### src/rtl/mux_nx1_rr_pkt_pkg.sv
// rtl/mux_nx1_rr_pkt_pkg.sv - shared types for the round-robin packet mux
package mux_nx1_rr_pkt_pkg;

   typedef enum logic {
      ST_IDLE = 1'b0,
      ST_XFER = 1'b1
   } state_e;

endpackage

### src/rtl/mux_nx1_rr_pkt_rr_arbiter.sv
// rtl/mux_nx1_rr_pkt_rr_arbiter.sv - combinational round-robin arbiter
// Picks the first requester after prev_gnt, wrapping modulo N.
module rr_arbiter #(
   parameter int N = 4,
   localparam int IDX_W = (N > 1) ? $clog2(N) : 1
) (
   input  logic [N-1:0]     req,
   input  logic [IDX_W-1:0] prev_gnt,
   output logic [N-1:0]     gnt_onehot,
   output logic [IDX_W-1:0] gnt_idx,
   output logic             any_req
);

   int best_dist;
   int best_i;

   assign any_req = |req;

   // Distance 0 is the index right after prev_gnt; the modulo skips unused codes.
   always_comb begin
      best_dist = N;
      best_i    = 0;
      for (int i = 0; i < N; i++) begin
         if (req[i] && (((i + N - 1 - int'(prev_gnt)) % N) < best_dist)) begin
            best_dist = (i + N - 1 - int'(prev_gnt)) % N;
            best_i    = i;
         end
      end
      gnt_idx = IDX_W'(best_i);
      for (int i = 0; i < N; i++) begin
         gnt_onehot[i] = any_req && (best_i == i);
      end
   end

endmodule

### src/rtl/mux_nx1_rr_pkt.sv
// rtl/mux_nx1_rr_pkt.sv - N-to-1 stream mux with round-robin packet arbitration
// Grant is held for a whole packet (or one beat) and feeds a registered output stage.
module mux_nx1_rr_pkt
   import mux_nx1_rr_pkt_pkg::*;
#(
   parameter int DATA_W   = 32,
   parameter int NUM_IN   = 4,
   parameter int PKT_MODE = 1,
   localparam int IDX_W   = $clog2(NUM_IN)
) (
   input  logic                     ACLK,
   input  logic                     ARESET,
   input  logic                     enable,
   input  logic [NUM_IN-1:0]        in_valid,
   input  logic [NUM_IN*DATA_W-1:0] in_data,
   input  logic [NUM_IN-1:0]        in_last,
   output logic [NUM_IN-1:0]        in_ready,
   output logic                     out_valid,
   output logic [DATA_W-1:0]        out_data,
   output logic                     out_last,
   input  logic                     out_ready,
   output logic                     gnt_active,
   output logic [IDX_W-1:0]         gnt_idx
);

   state_e              state_q, state_d;
   logic [IDX_W-1:0]    gnt_idx_q, gnt_idx_d;
   logic [NUM_IN-1:0]   gnt_oh_q, gnt_oh_d;
   logic [IDX_W-1:0]    prev_gnt_q, prev_gnt_d;
   logic                out_valid_q, out_valid_d;
   logic [DATA_W-1:0]   out_data_q, out_data_d;
   logic                out_last_q, out_last_d;

   logic [NUM_IN-1:0]   arb_onehot;
   logic [IDX_W-1:0]    arb_idx;
   logic                arb_any;

   logic                out_space;
   logic                accept;
   logic                sel_valid;
   logic                sel_last;
   logic [DATA_W-1:0]   sel_data;

   rr_arbiter #(
      .N (NUM_IN)
   ) u_arb (
      .req        (in_valid),
      .prev_gnt   (prev_gnt_q),
      .gnt_onehot (arb_onehot),
      .gnt_idx    (arb_idx),
      .any_req    (arb_any)
   );

   // AND-OR select keyed by the registered one-hot grant.
   always_comb begin
      sel_data = '0;
      for (int i = 0; i < NUM_IN; i++) begin
         sel_data = sel_data | ({DATA_W{gnt_oh_q[i]}} & in_data[i*DATA_W +: DATA_W]);
      end
   end

   assign sel_valid = |(in_valid & gnt_oh_q);
   assign sel_last  = |(in_last & gnt_oh_q);
   assign out_space = !out_valid_q || out_ready;
   assign in_ready  = ((state_q == ST_XFER) && out_space) ? gnt_oh_q : '0;
   assign accept    = (state_q == ST_XFER) && sel_valid && out_space;

   always_comb begin
      state_d     = state_q;
      gnt_idx_d   = gnt_idx_q;
      gnt_oh_d    = gnt_oh_q;
      prev_gnt_d  = prev_gnt_q;
      out_valid_d = out_valid_q;
      out_data_d  = out_data_q;
      out_last_d  = out_last_q;

      if (out_ready) begin
         out_valid_d = 1'b0;
      end

      case (state_q)
         ST_IDLE: begin
            if (enable && arb_any) begin
               state_d   = ST_XFER;
               gnt_idx_d = arb_idx;
               gnt_oh_d  = arb_onehot;
            end
         end
         ST_XFER: begin
            if (accept) begin
               out_valid_d = 1'b1;
               out_data_d  = sel_data;
               out_last_d  = sel_last;
               if ((PKT_MODE == 0) || sel_last) begin
                  state_d    = ST_IDLE;
                  prev_gnt_d = gnt_idx_q;
               end
            end
         end
         default: state_d = ST_IDLE;
      endcase
   end

   always_ff @(posedge ACLK) begin
      if (ARESET) begin
         state_q     <= ST_IDLE;
         gnt_idx_q   <= '0;
         gnt_oh_q    <= '0;
         prev_gnt_q  <= IDX_W'(NUM_IN - 1);
         out_valid_q <= 1'b0;
         out_data_q  <= '0;
         out_last_q  <= 1'b0;
      end else begin
         state_q     <= state_d;
         gnt_idx_q   <= gnt_idx_d;
         gnt_oh_q    <= gnt_oh_d;
         prev_gnt_q  <= prev_gnt_d;
         out_valid_q <= out_valid_d;
         out_data_q  <= out_data_d;
         out_last_q  <= out_last_d;
      end
   end

   assign out_valid  = out_valid_q;
   assign out_data   = out_data_q;
   assign out_last   = out_last_q;
   assign gnt_active = (state_q == ST_XFER);
   assign gnt_idx    = gnt_idx_q;

endmodule
### config.mk
export PLATFORM = sky130hd
export DESIGN_NAME = mux_nx1_rr_pkt
export DESIGN_NICKNAME = d
export VERILOG_FILES = /design/src/rtl/mux_nx1_rr_pkt_pkg.sv /design/src/rtl/mux_nx1_rr_pkt_rr_arbiter.sv /design/src/rtl/mux_nx1_rr_pkt.sv
export SDC_FILE = /design/constraint.sdc
export NUM_CORES = 1
export LEC_CHECK = 0
export ABC_CLOCK_PERIOD_IN_PS = 3050
export BUFFER_PORTS_ARGS = -buffer_cell sky130_fd_sc_hd__buf_2
export CAP_MARGIN = 25
export CORE_MARGIN = 5
export CORE_UTILIZATION = 37
export DETAILED_ROUTE_END_ITERATION = 10
export PLACE_DENSITY = 0.77
export RECOVER_POWER = 100
export SLEW_MARGIN = 20
export SYNTH_ARGS = -nofsm -noshare
export SYNTH_HDL_FRONTEND = slang
export SYNTH_SLANG_ARGS = --single-unit
### constraint.sdc
create_clock -name ACLK -period 3.05 [get_ports ACLK]
set_clock_uncertainty 0.05 [all_clocks]
set_input_delay 0.1525 -clock ACLK [delete_from_list [all_inputs] [get_ports ACLK]]
set_output_delay 0.1525 -clock ACLK [all_outputs]
set_load 0.01 [all_outputs]
* Yosys cells after proc, flatten, opt, wreduce, memory -nomap -nowiden
Index checks and enable logic that the tools add are counted.
** Word-level totals
- Register bits after elaboration :: 43
- Input port bits :: 140
** Cells by class
- Mux-type cells :: 14
- Reductions and logical operators :: 25
- Order comparisons :: 4
- Bitwise gates (word level) :: 14
- Equal/unequal tests :: 3
- $add $sub $neg :: 4
** Operators with widths (number)
- 32-bit bitwise AND :: 4
- 3-bit by 32-bit less-than comparator with 1-bit output :: 3
- 32-bit 2-to-1 mux :: 3
- 32-bit OR :: 3
- 32-bit logical NOT :: 1
- 1-bit logical AND :: 12
- 4-bit OR reduction :: 3
- 3-bit by 2-bit subtractor with 4-bit output (first input constant) :: 3
- 4-bit bitwise AND :: 2
- 2-bit OR reduction :: 4
- 1-bit 2-to-1 mux :: 7
- 1-bit bitwise AND :: 4
- 2-bit == test (second input constant) :: 2
- 3-bit by 4-bit less-than comparator with 1-bit output (second input constant) :: 1
- 2-bit 2-to-1 mux :: 2
- 4-bit 2-to-1 mux :: 1
- 2-bit AND reduction :: 2
- 3-bit AND reduction :: 1
- 2-bit by 2-bit subtractor with 3-bit output (first input constant) :: 1
- 2-bit by 1-bit == test with 1-bit output (second input constant) :: 1
- 1-bit one-hot mux with 2 select lines :: 1
- 1-bit logical NOT :: 1
- 1-bit logical OR :: 1
- 1-bit inverter :: 1

* Logic depth before layout (Yosys ltp)
Gate-level depths: netlist of the first run.
- Depth in word-level cells :: 17
- Gate-level depth with buffers :: 12
- Depth with buffers taken out :: 12

* Cells and area by module
Synthesis of the first run repeated with hierarchy kept, for this count alone.
** Unflattened totals
- Cell total of the unflattened synthesis :: 276
- Area total of the unflattened synthesis :: 2587.5 um^2
** Modules (own cells, without submodules)
- mux_nx1_rr_pkt :: cells each 238, instances 1, area each 2289.7 um^2, seq. area each 860.8 um^2
- rr_arbiter :: cells each 38, instances 1, area each 297.8 um^2, seq. area each 0.0 um^2

* Worst setup path before layout of the first run
OpenSTA, ideal clock, no wires.
- Path kind :: reg-to-reg
- Start :: register prev_gnt_q[1]
- End :: register gnt_oh_q[3]
- Path buffers :: 0
- Stages on the path, launching flop included :: 12
- Data arrival time :: 2.795 ns
- Setup slack :: 0.119 ns
- Cells stage by stage :: dfxtp_1 -> inv_1 -> nor4b_1 -> a21oi_1 -> ha_1 -> a21oi_1 -> o21ai_0 -> mux2_2 -> ha_1 -> or3b_2 -> a22o_1 -> a221oi_2
** On the way
- Longest elaborated chain between the ends :: 17
- Elaborated cells between the ends (all ways) :: 28
- Classes of those cells :: 4 x add/sub; 4 x order compare; 1 x eq/ne; 6 x mux; 4 x bitwise; 9 x reduce/logical
** Ends and longest elaborated chain
- start, declared :: line mux_nx1_rr_pkt.sv:29 : logic [IDX_W-1:0] prev_gnt_q, prev_gnt_d;
- start signal, assigned :: line mux_nx1_rr_pkt.sv:109 : prev_gnt_q <= IDX_W'(NUM_IN - 1);
- start signal, assigned :: line mux_nx1_rr_pkt.sv:117 : prev_gnt_q <= prev_gnt_d;
- 2-bit by 2-bit subtractor with 3-bit output :: line mux_nx1_rr_pkt_rr_arbiter.sv:24, mux_nx1_rr_pkt_rr_arbiter.sv:25
- 2-bit OR reduction (no line)
- 1-bit bitwise AND (no line)
- 3-bit by 4-bit less-than comparator with 1-bit output :: line mux_nx1_rr_pkt_rr_arbiter.sv:24 : if (req[i] && (((i + N - 1 - int'(prev_gnt)) % N) < best_dist)) begin
- 1-bit logical AND :: line mux_nx1_rr_pkt_rr_arbiter.sv:24
- 32-bit 2-to-1 mux :: line mux_nx1_rr_pkt_rr_arbiter.sv:24
- 3-bit by 32-bit less-than comparator with 1-bit output :: line mux_nx1_rr_pkt_rr_arbiter.sv:24
- 1-bit logical AND :: line mux_nx1_rr_pkt_rr_arbiter.sv:24
- 32-bit 2-to-1 mux :: line mux_nx1_rr_pkt_rr_arbiter.sv:24
- 3-bit by 32-bit less-than comparator with 1-bit output :: line mux_nx1_rr_pkt_rr_arbiter.sv:24
- 1-bit logical AND :: line mux_nx1_rr_pkt_rr_arbiter.sv:24
- 32-bit 2-to-1 mux :: line mux_nx1_rr_pkt_rr_arbiter.sv:24
- 3-bit by 32-bit less-than comparator with 1-bit output :: line mux_nx1_rr_pkt_rr_arbiter.sv:24
- 1-bit logical AND :: line mux_nx1_rr_pkt_rr_arbiter.sv:24
- 2-bit 2-to-1 mux * :: line mux_nx1_rr_pkt_rr_arbiter.sv:24
- 2-bit == test * :: line mux_nx1_rr_pkt_rr_arbiter.sv:31 : gnt_onehot[i] = any_req && (best_i == i);
- 1-bit logical AND * :: line mux_nx1_rr_pkt_rr_arbiter.sv:31
- end signal, assigned :: line mux_nx1_rr_pkt.sv:116 : gnt_oh_q <= gnt_oh_d;
- end, declared :: line mux_nx1_rr_pkt.sv:28 : logic [NUM_IN-1:0] gnt_oh_q, gnt_oh_d;
Mark *: on every way between the ends. The rest lies on a longest branch, timed or not.
A chain may end at the register's enable or synchronous reset.

* Worst setup path in the final report of the first run
- Start :: register prev_gnt_q[0]
- End :: register gnt_oh_q[3]
Same word-level chain as after synthesis.

==> results of run 1 <==
## timing repair
item	CTS	global route
setup buffers	0	1
endpoints found under the setup margin	0	6
hold endpoints to repair	0	0
gates resized for setup	0	4
## kinds of logic (layout without fill, tap and decap cells)
kind of cell,Yosys count,after routing,share of synthesized area
multiplexers,4,4,0.01697
XOR/XNOR,1,1,0.003494
AND/OR/NAND/NOR,58,58,0.1098
AO/OA/AOI/OAI,124,124,0.4436
adder cells (fa/ha/maj),2,2,0.009978
flip-flops,43,43,0.3433
buffers and inverters,37,206,0.07285
## layout make-up
cell class / instances / area (µm²) / area share
timing repair buffer: 190 / 915.9 / 0.2636
tap: 80 / 100.1 / 0.02881
clock buffer: 8 / 100.1 / 0.02881
sequential: 43 / 863.3 / 0.2485
multi-input combinational: 189 / 1465 / 0.4217
inverter: 8 / 30.03 / 0.008642
## registers in the layout, summed over array words and instances (netlist names)
register,cells
gnt_active,1
gnt_idx,2
gnt_oh_q,4
out_data,32
out_last,1
out_valid,1
prev_gnt_q,2
## through the flow
step,setup TNS [ns],util,std cells
2_1_floorplan,0,-,269
3_3_place_gp,0,0.5140,509
3_5_place_dp,0,0.5140,509
4_1_cts,0,0.5290,517
5_1_grt,-0.01946,0.5200,518
6_report,0,0.5200,518
## critical path, cell delays in order (launching register included)
cell and delay [ns]:
sky130_fd_sc_hd__dfxtp_2 0.36, sky130_fd_sc_hd__nor4b_2 0.27, sky130_fd_sc_hd__a21oi_1 0.08, sky130_fd_sc_hd__ha_1 0.30, sky130_fd_sc_hd__a21oi_1 0.06, sky130_fd_sc_hd__o21ai_1 0.19, sky130_fd_sc_hd__mux2_2 0.36, sky130_fd_sc_hd__ha_1 0.19
sky130_fd_sc_hd__or3b_2 0.47, sky130_fd_sc_hd__a22o_1 0.25, sky130_fd_sc_hd__a221oi_2 0.26
## cells in the final DEF, fill, tap and decap left out, types with 3 or more instances in the layout
cell type	count
sky130_fd_sc_hd__and3_1	4
sky130_fd_sc_hd__a22oi_1	67
sky130_fd_sc_hd__a311oi_2	18
sky130_fd_sc_hd__buf_4	6
sky130_fd_sc_hd__nor2_1	37
sky130_fd_sc_hd__dfxtp_1	41
sky130_fd_sc_hd__buf_2	143
sky130_fd_sc_hd__a21oi_1	5
sky130_fd_sc_hd__nand3b_1	3
sky130_fd_sc_hd__a311oi_1	14
sky130_fd_sc_hd__nand2_1	4
sky130_fd_sc_hd__clkbuf_8	7
sky130_fd_sc_hd__clkbuf_1	41
sky130_fd_sc_hd__inv_1	8
## final timing paths
kind | from | end | slack, ns | cells after the start
setup reg to reg | prev_gnt_q[0] | gnt_oh_q[3] | 0.12 | 10
setup / recovery | prev_gnt_q[0] | gnt_oh_q[3] | 0.12 | 10
hold reg to reg | out_data[10] | out_data[10] | 0.45 | 2
hold / removal | in_valid[1] | gnt_oh_q[1] | 0.16 | 3
## power groups by stage
stage               sequential, W  clock, W  combinational (W)
global placement         0.000627         0           0.000350
floorplan                0.000640         0           0.000188
finish                   0.000616  0.000398           0.000346
global route             0.000621  0.000438           0.000383
detailed placement       0.000628         0           0.000357
CTS                      0.000615  0.000407           0.000359
## cell usage after synthesis, types with 3 or more instances
cell,n
sky130_fd_sc_hd__a22oi_1,67
sky130_fd_sc_hd__buf_2,5
sky130_fd_sc_hd__a221oi_2,3
sky130_fd_sc_hd__a21oi_1,5
sky130_fd_sc_hd__nand3b_1,3
sky130_fd_sc_hd__o21ai_0,3
sky130_fd_sc_hd__a311oi_1,12
sky130_fd_sc_hd__dfxtp_1,43
sky130_fd_sc_hd__inv_1,8
sky130_fd_sc_hd__nor2_1,37
sky130_fd_sc_hd__a311oi_2,20
sky130_fd_sc_hd__nand2_1,4
sky130_fd_sc_hd__buf_6,3
sky130_fd_sc_hd__and3_1,4
sky130_fd_sc_hd__buf_4,4
sky130_fd_sc_hd__clkbuf_1,15
## metal layers
layer / track usage / share of wire / vias to the layer above / wire length [µm]
li1: - / - / 1399 / -
met1: 0.2238 / 0.41 / 1338 / 3410
met2: 0.3384 / 0.50 / 110 / 4173
met3: 0.05443 / 0.077 / 8 / 638
met4: 0.04827 / 0.011 / 0 / 93
met5: 0 / 0 / - / 0
==> summary.log, run 1 <==
qor: die.floorplan.io_pins 181
qor: synthesis.synthDominantAreaCellType sky130_fd_sc_hd__dfxtp_1
qor: layout.nNetsFinal 579
qor: min_path.hold_class input port to flip-flop
qor: job.drv_cap 3
qor: setup_path.cp-start-kind flip-flop
qor: setup_path.crit_path_end_kind flip-flop
qor: layout.syn2layout_area_growth 38.57%
qor: clock_network.ctsRootBufferMaster sky130_fd_sc_hd__clkbuf_8
qor: run_status.violations capacitance limit, slew limit
qor: pwr.p_sw_frac 0.2949
qor: die.core 0.006681 mm²
qor: synthesis.yosysWarnings 0
qor: synthesis.synthesized_area_divided_by_synthesized_cell_count 9.321 µm²
qor: die.rows 30
qor: grt.wire_length_of_the_first_global_routing_pass 13450 µm
qor: clock_network.clock_latency 0.29 ns
qor: die.die_area 0.008523 mm²
qor: layout.layout-drive-gt1-share 0.4292
qor: route.detail_route.drc_violations 0
qor: placed_design.gp_routability_congestion 0.8210
qor: clock_network.cts_max_path_buffers 2
qor: route.dr.first_iter.drc_count 95
qor: pwr.total_leakage_power 1.347 nW
qor: grt.grt-ovfl-total 0
qor: synthesis.mappedNetlistArea 0.002507 mm²
qor: sta.finalHoldViolCount 0
qor: setup_path.crit_type flip-flop to flip-flop
qor: layout.final_area 0.003475 mm²
qor: synthesis.async_set_or_reset_flop_fraction_in_the_synthesized_netlist 0
qor: synthesis.mappedNetlistNets 411
qor: synthesis.yosys_register_bits 43
qor: sta.final_min_period_over_clock_period 0.9604
qor: grt.grt_start_max_net_pins 44
qor: clock_network.ctsHoldBuffers 0
qor: die.die_x_extent 92.32 µm
qor: pwr.internal_power 0.0009589 W
qor: pwr.ir_drop 0.1870 mV
qor: placed_design.post-dp-hpwl 6240 µm
qor: route.vias 2855
qor: die.initial_utilization 0.3753
qor: route.drt_pass1_iterations 4
qor: sta.drv_slew 108
qor: pwr.power.share.clock 0.292
qor: clock_network.tritoncts_num_sinks 43
qor: route.post_drt_wl_per_cell 16.05 µm
qor: pwr.power_frac_comb 0.255
qor: grt.gr-usage-all-layers 0.1904
qor: clock_network.cts.htree.levels 2
qor: clock_network.tritoncts done
qor: synthesis.synth-main-ff-cell sky130_fd_sc_hd__dfxtp_1
qor: sta.relSlewSlack -0.09882
qor: synthesis.synth_edf_count 0
qor: pwr.power.density_cell_area 391.4 mW/mm²
qor: sta.min_period 2.929 ns
qor: pwr.sequentialPowerShare 0.453
qor: synthesis.synthTopCellsByArea sky130_fd_sc_hd__dfxtp_1 34%, sky130_fd_sc_hd__a22oi_1 20%, sky130_fd_sc_hd__a311oi_2 12%
qor: placed_design.placement.io_buffers 180
qor: pwr.total_power 0.001360 W
qor: synthesis.seq_area_frac_synth 0.3433
qor: layout.final.fill_count 678
qor: sta.worstMarginPinSlew 1.648 ns
qor: sta.hold_slack 0.1621 ns
qor: die.chipHeight 92.32 µm
qor: clock_network.cts_buffers 5
qor: synthesis.syn-instance-count 269
qor: route.wl 8316 µm
qor: pwr.power.switching 0.0004010 W
qor: placed_design.place_ws 0.02010 ns
qor: route.post_drt_via_cell_ratio 5.512
qor: sta.fin_ws 0.1208 ns
qor: grt.grt_pass1_vias 2886
qor: layout.num_antenna_cells 0
qor: setup_path.worstPathArrival 3.09 ns
qor: route.antenna_left 0
qor: setup_path.worst-path-max-fanout 4
qor: setup_path.worst-endpoint-required 3.21 ns
qor: sta.setup_viol_count_final 0
qor: synthesis.netlist.area_leader.share 0.3433
qor: synthesis.count_of_cell_types_in_the_netlist 42
qor: sta.fmax 341.4 MHz
qor: grt.number_of_antenna_violations_at_the_first_check_in_global_routing 0
qor: run_status.outcome finished, violations left
qor: clock_network.clkSlewWorstSetupHoldPaths 0.09 ns
qor: placed_design.place_area 0.003435 mm²
Power figures use the tool's default switching activity.
==> inputs of run 2 (changes only) <==
--- a/config.mk
+++ b/config.mk
@@ -11,6 +11,7 @@
 export CORE_MARGIN = 5
 export CORE_UTILIZATION = 37
 export DETAILED_ROUTE_END_ITERATION = 10
+export MAX_ROUTING_LAYER = met4
 export PLACE_DENSITY = 0.77
 export RECOVER_POWER = 100
 export SLEW_MARGIN = 20
==> run 2 against run 1 <==
Net effect: the flow still finishes with violations (capacitance limit, slew limit); clock power is 8.5% lower; worst hold slack improved by 0.016 ns; sequential share of layout area shrank 0.24 points; core utilization up 0.43 points; final area rose by 0.83%; critical path depth is the same; sequential cell count unchanged; critical endpoint unchanged; largest power group unchanged.
==> summary.log, run 2 (synthesis gave the netlist of run 1 again) <==
qor: route.post_drt_via_cell_ratio 5.450
qor: layout.mostFrequentLayoutCells 143 x sky130_fd_sc_hd__buf_2, 67 x sky130_fd_sc_hd__a22oi_1, 42 x sky130_fd_sc_hd__dfxtp_1
qor: route.wl 8457 µm
qor: route.post_drt_wl_per_cell 16.26 µm
qor: placed_design.place_area 0.003450 mm²
qor: clock_network.ctsRootBufferMaster sky130_fd_sc_hd__clkbuf_8
qor: run_status.outcome finished, violations left
qor: clock_network.cts_buffers 5
qor: die.initial_utilization 0.3753
qor: placed_design.post-dp-hpwl 6309 µm
qor: layout.final_area 0.003503 mm²
qor: layout.number_of_flip_flops_in_the_largest_register 32
qor: setup_path.setup.worst_path.start prev_gnt_q[0]
qor: route.vias 2834
qor: min_path.worst_hold_startpoint in_data[81]
qor: setup_path.worst-endpoint-required 3.21 ns
qor: sta.setup_viol_count_final 0
qor: min_path.cell_depth_of_the_worst_min_delay_path 3
qor: sta.final_min_period_over_clock_period 0.9551
qor: min_path.hold_class input port to flip-flop
qor: route.antenna_left 0
qor: sta.worstMarginPinSlew 1.666 ns
qor: setup_path.setup.reg_to_reg.worst_slack 0.14 ns
qor: grt.grtUsageMet3 0.03981
qor: grt.global_route.usage.met2 0.3517
qor: placed_design.gp_routability_congestion 0.8198
qor: die.chipHeight 92.32 µm
qor: grt.busiest_layer met2
qor: grt.globalRouteMet1Util 0.2315
qor: setup_path.cp-start-kind flip-flop
qor: route.drt_pass1_iterations 4
qor: sta.finalHoldViolCount 0
qor: route.dr.first_iter.drc_count 92
qor: layout.num_antenna_cells 0
qor: die.core 0.006681 mm²
qor: die.die_x_extent 92.32 µm
qor: placed_design.placement.io_buffers 180
qor: die.die_area 0.008523 mm²
qor: clock_network.cts_max_path_buffers 2
qor: setup_path.crit_type flip-flop to flip-flop
qor: grt.gr-usage-all-layers 0.1992
qor: job.drv_cap 3
qor: grt.number_of_antenna_violations_at_the_first_check_in_global_routing 0
qor: pwr.ir_drop 0.1598 mV
qor: layout.layout-drive-gt1-share 0.4432
qor: layout.layout.cells.most_common sky130_fd_sc_hd__buf_2
qor: die.floorplan.io_pins 181
qor: pwr.power.density_cell_area 380.0 mW/mm²
qor: clock_network.clkSlewWorstSetupHoldPaths 0.09 ns
qor: die.rows 30
qor: setup_path.worst-path-max-fanout 4
qor: sta.fmax 343.3 MHz
qor: layout.nNetsFinal 581
qor: pwr.total_leakage_power 1.351 nW
qor: clock_network.tritoncts done
qor: grt.grt-ovfl-total 0
qor: sta.min_period 2.913 ns
qor: clock_network.clock_latency 0.29 ns
qor: setup_path.worstPathArrival 3.07 ns
qor: sta.rsz_0062_raised_after_global_routing false
qor: sta.drv_slew 108
qor: grt.wire_length_of_the_first_global_routing_pass 13680 µm
qor: grt.grt_start_max_net_pins 41
qor: setup_path.crit_path_end_kind flip-flop
qor: min_path.min_to out_data[17]
qor: setup_path.regToRegEndpoint gnt_oh_q[3]
qor: setup_path.regToRegStartpoint prev_gnt_q[0]
qor: grt.grt_pass1_vias 2897
qor: layout.syn2layout_area_growth 39.72%
qor: sta.relSlewSlack -0.1106
qor: sta.setup_tns 0 ns
qor: clock_network.cts.htree.levels 2
qor: run_status.violations capacitance limit, slew limit
qor: route.detail_route.drc_violations 0
qor: clock_network.tritoncts_num_sinks 43
qor: setup_path.r2r_cells 10
qor: clock_network.ctsHoldBuffers 0
[run 2: changes by cell type in the layout (fill, tap and decap cells not counted), sizes merged]
cell      delta
clkinv       +1
clkbuf       -2
buf          +2
clkinvlp     +1
[run 2: area by class of cell]
class / count / area (µm²)
inverters: 8 / 30.03
flip-flops and latches: 43 / 862.1
fillers: 668 / 3178
well taps: 80 / 100.1
clock inverters: 2 / 12.51
repair buffers: 192 / 930.9
multi-input cells: 189 / 1495
clock buffers: 6 / 72.57
[run 2: stage by stage]
stage                     setup slack (ns)  instances  hold slack [ns]   power, W  utilization
after CTS                          0.05043        519           0.1627   0.001356       0.5290
after global placement             0.05173        511           0.4324  0.0009800       0.5163
final                               0.1369        520           0.1780   0.001331       0.5243
after global routing               0.01153        520           0.1784   0.001416       0.5243
after floorplan                     0.1186        269           0.2639  0.0008277            -
after detailed placement          -0.01178        511           0.4414  0.0009875       0.5163
[run 2: worst max-delay path by stage]
stage | endpoint | slack (ns) | cells after the start
floorplan | gnt_oh_q[3] | 0.12 | 11
global placement | gnt_oh_q[3] | 0.05 | 11
detailed placement | gnt_oh_q[3] | -0.01 | 11
CTS | gnt_oh_q[3] | 0.05 | 11
global route | gnt_oh_q[3] | 0.01 | 11
finish | gnt_oh_q[3] | 0.14 | 10
[run 2: worst max-delay path, cell delays in order, from the launching register on]
cell	delay, ns
sky130_fd_sc_hd__dfxtp_2	0.36
sky130_fd_sc_hd__nor4b_4	0.29
sky130_fd_sc_hd__a21oi_2	0.06
sky130_fd_sc_hd__ha_1	0.31
sky130_fd_sc_hd__a21oi_2	0.06
sky130_fd_sc_hd__o21ai_2	0.15
sky130_fd_sc_hd__mux2_2	0.35
sky130_fd_sc_hd__ha_1	0.18
sky130_fd_sc_hd__or3b_2	0.47
sky130_fd_sc_hd__a22o_1	0.25
sky130_fd_sc_hd__a221oi_2	0.27
[run 2: per-layer routing]
metal | vias to the layer above | wire [µm]
met5 | - | 0
met4 | 0 | 68
met3 | 7 | 653
met2 | 112 | 4294
met1 | 1311 | 3441
li1 | 1404 | -
[run 2: repair_timing]
item,CTS,global route
pin swaps,0,3
buffers inserted,0,1
gates resized for setup,1,7
endpoints found under the setup margin,1,5
[run 2: where the power goes]
| part | leakage [nW] | internal (W) | switching (W) | total (W) |
|---|---|---|---|---|
| Clock | 0.0412 | 0.000160 | 0.000204 | 0.000364 |
| Combinational | 0.961 | 0.000160 | 0.000191 | 0.000351 |
| Sequential | 0.349 | 0.000595 | 0.0000214 | 0.000616 |
==> inputs of run 3 (changes only) <==
--- a/config.mk
+++ b/config.mk
@@ -5,11 +5,12 @@
 export SDC_FILE = /design/constraint.sdc
 export NUM_CORES = 1
 export LEC_CHECK = 0
+export ABC_AREA = 1
 export ABC_CLOCK_PERIOD_IN_PS = 3050
 export BUFFER_PORTS_ARGS = -buffer_cell sky130_fd_sc_hd__buf_2
 export CAP_MARGIN = 25
 export CORE_MARGIN = 5
-export CORE_UTILIZATION = 37
+export CORE_UTILIZATION = 36
 export DETAILED_ROUTE_END_ITERATION = 10
 export MAX_ROUTING_LAYER = met4
 export PLACE_DENSITY = 0.77
==> run 3 against run 2 <==
Net effect: first-iteration DRC count increased by 18%; area after synthesis decreased by 8.2%; final area decreased by 6.9%; highest routed layer unchanged; worst hold slack got worse by 0.090 ns; the run still ends with capacitance limit, slew limit left; cell count increased by 2.9%; non-clock buffer count decreased by 7; largest power group unchanged; die area decreased by 5.1%; total power decreased by 3.7%; critical path type unchanged.
==> summary.log, run 3 <==
qor: synthesis.count_of_cell_types_in_the_netlist 23
qor: min_path.hold_class input port to flip-flop
qor: route.antenna_left 0
qor: sta.rsz_0062_raised_after_global_routing false
qor: layout.mostFrequentLayoutCells 142 x sky130_fd_sc_hd__buf_2, 43 x sky130_fd_sc_hd__clkbuf_1, 43 x sky130_fd_sc_hd__dfxtp_1
qor: setup_path.critical_path.n_buffers_inverters 4
qor: setup_path.crit_chain or2_2, nand2_1, nand2_1, nand3_1, ha_1, inv_1, nor2_1, nand2_1, nand3_2, nand2_1, o21ai_0, ha_1, inv_1, nor2_1, nand2_1, nand3_1, nand2_1, inv_1, o21ai_0, nand2_1, inv_1
qor: layout.layout.cells.most_common sky130_fd_sc_hd__buf_2
qor: setup_path.crit_type flip-flop to flip-flop
qor: pwr.ir_drop 0.1909 mV
qor: pwr.power.density_cell_area 393.0 mW/mm²
qor: grt.wire_length_of_the_first_global_routing_pass 12940 µm
qor: layout.final.fill_count 633
qor: setup_path.regToRegEndpoint gnt_idx[0]
qor: placed_design.post-dp-hpwl 6084 µm
qor: route.dr.first_iter.drc_count 109
qor: pwr.total_leakage_power 1.505 nW
qor: die.floorplan.io_pins 181
qor: layout.layout-drive-gt1-share 0.3384
qor: layout.num_antenna_cells 0
qor: die.die_area 0.008090 mm²
qor: setup_path.setup.reg_to_reg.worst_slack 0.34 ns
qor: die.die_x_extent 89.95 µm
qor: min_path.cell_depth_of_the_worst_min_delay_path 2
qor: setup_path.crit_path_frequent_cell sky130_fd_sc_hd__nand2_1
qor: setup_path.worst_path_largest_cell_delay 0.37 ns
qor: setup_path.worstPathArrival 2.86 ns
qor: clock_network.ctsRootBufferMaster sky130_fd_sc_hd__clkbuf_8
qor: route.detail_route.drc_violations 0
qor: setup_path.cp-start-kind flip-flop
qor: placed_design.gp_routability_congestion 0.8682
qor: sta.min_period 2.709 ns
qor: sta.hold_slack 0.08771 ns
qor: synthesis.seq_area_frac_synth 0.3741
qor: clock_network.clock_latency 0.29 ns
qor: sta.drv_slew 108
qor: run_status.outcome finished, violations left
qor: sta.fin_ws 0.3409 ns
qor: layout.number_of_flip_flops_in_the_largest_register 32
qor: synthesis.mappedNetlistArea 0.002301 mm²
qor: route.post_drt_wl_per_cell 15.23 µm
qor: clock_network.clkSlewWorstSetupHoldPaths 0.08 ns
qor: setup_path.r2r_cells 21
qor: route.wl 8147 µm
qor: grt.number_of_antenna_violations_at_the_first_check_in_global_routing 0
qor: synthesis.synthDominantAreaCellType sky130_fd_sc_hd__dfxtp_1
qor: synthesis.synth-main-ff-cell sky130_fd_sc_hd__dfxtp_1
qor: setup_path.crit_path_end_kind flip-flop
qor: sta.relSlewSlack -0.1243
qor: synthesis.synth_commonest_cells 43 x sky130_fd_sc_hd__dfxtp_1, 41 x sky130_fd_sc_hd__a21oi_1, 34 x sky130_fd_sc_hd__o21ai_0
qor: clock_network.tritoncts done
qor: synthesis.yosys_register_bits 43
qor: layout.seqCellArea 860.8 µm²
qor: setup_path.worst-endpoint-required 3.20 ns
qor: setup_path.crit_path_top_delay_cell sky130_fd_sc_hd__dfxtp_1
qor: min_path.worst_hold_startpoint ARESET
qor: clock_network.tritoncts_num_sinks 43
qor: synthesis.syn-instance-count 292
qor: setup_path.cell_type_group_with_the_largest_total_delay_on_the_critical_path simple AND/OR/NAND/NOR gates
qor: clock_network.cts.htree.levels 2
qor: min_path.min_to gnt_oh_q[2]
qor: die.initial_utilization 0.3666
qor: grt.grt_start_max_net_pins 40
qor: synthesis.synthTopCellsByArea sky130_fd_sc_hd__dfxtp_1 37%, sky130_fd_sc_hd__a221oi_1 12%, sky130_fd_sc_hd__a22o_1 12%
qor: sta.worstMarginPinSlew 1.687 ns
qor: layout.syn2layout_area_growth 41.76%
qor: placed_design.place_ws 0.3302 ns
qor: setup_path.worst-path-max-fanout 6
qor: grt.gr-usage-all-layers 0.1935
qor: sta.finalHoldViolCount 0
qor: clock_network.cts_post_setup_buffers_inserted 0
qor: synthesis.synthesized_area_divided_by_synthesized_cell_count 7.880 µm²
qor: layout.multi_input_comb_area 0.001249 mm²
qor: layout.nNetsFinal 599
qor: clock_network.ctsHoldBuffers 0
qor: die.chipHeight 89.95 µm
qor: clock_network.cts_buffers 5
qor: clock_network.cts_max_path_buffers 2
qor: layout.final_core_density 0.5196
qor: route.post_drt_via_cell_ratio 5.323
qor: grt.grt-ovfl-total 0
qor: synthesis.yosysWarnings 0
qor: job.drv_cap 3
qor: setup_path.setup.worst_path.start prev_gnt_q[0]
qor: route.vias 2848
qor: synthesis.mappedNetlistNets 434
qor: run_status.violations capacitance limit, slew limit
qor: sta.setup_tns 0 ns
qor: sta.setup_viol_count_final 0
qor: clock_network.post_cts.resized_instances 0
qor: synthesis.post-synth-top-count-cell sky130_fd_sc_hd__dfxtp_1
qor: placed_design.placement.io_buffers 180
qor: die.rows 29
qor: die.core 0.006277 mm²
qor: synthesis.async_set_or_reset_flop_fraction_in_the_synthesized_netlist 0
qor: sta.fmax 369.1 MHz
qor: route.drt_pass1_iterations 4
qor: synthesis.netlist.area_leader.share 0.3741
qor: grt.grt_pass1_vias 2747
qor: synthesis.synth_edf_count 0
qor: sta.final_min_period_over_clock_period 0.8882
qor: setup_path.regToRegStartpoint prev_gnt_q[0]
==> run 3: worst max path at each step <==
stage            endpoint  slack, ns  cells past startpoint
4_1_cts        gnt_idx[0]       0.31                     22
2_1_floorplan  gnt_idx[0]       0.61                     21
5_1_grt        gnt_idx[0]       0.04                     21
3_5_place_dp   gnt_idx[0]       0.33                     22
6_report       gnt_idx[0]       0.34                     21
3_3_place_gp   gnt_idx[0]       0.48                     21
==> run 3: layer usage <==
layer / part of all wire / GRT usage / vias to the layer above
met2: 0.50 / 0.3427 / 141
met4: 0.010 / 0.04218 / 0
met3: 0.093 / 0.06511 / 10
met5: 0 / - / -
met1: 0.39 / 0.2097 / 1271
li1: - / - / 1426
==> run 3: logic make-up (layout without fill, tap and decap cells) <==
group / count (synthesis) / in the layout / share of synthesized area
fa+ha+maj: 2 / 2 / 0.01087
simple gates: 53 / 53 / 0.09952
flops: 43 / 43 / 0.3741
compound gates: 145 / 145 / 0.4252
buf+inv: 49 / 215 / 0.09026
==> run 3: cell type report <==
class,count,area share
clock buffers,7,0.02340
clock inverters,1,0.001534
inverters,22,0.02532
multi-input cells,200,0.3828
flip-flops and latches,43,0.2639
well taps,77,0.02954
repair buffers,185,0.2735
==> run 3: stage by stage <==
step / instances / instance area, µm² / power (W)
floorplan: 292 / 2301 / 0.0008018
global placement: 527 / 3231 / 0.0009489
detailed placement: 527 / 3231 / 0.0009575
CTS: 535 / 3312 / 0.001305
global route: 535 / 3262 / 0.001363
finish: 535 / 3262 / 0.001282
==> run 3: power breakdown <==
part / leakage [nW] / switching [W] / total (W) / internal (W)
Clock: 0.0422 / 0.000182 / 0.000342 / 0.000161
Sequential: 0.349 / 0.0000167 / 0.000609 / 0.000592
Combinational: 1.11 / 0.000175 / 0.000331 / 0.000156
Total: 1.50 / 0.000373 / 0.00128 / 0.000909
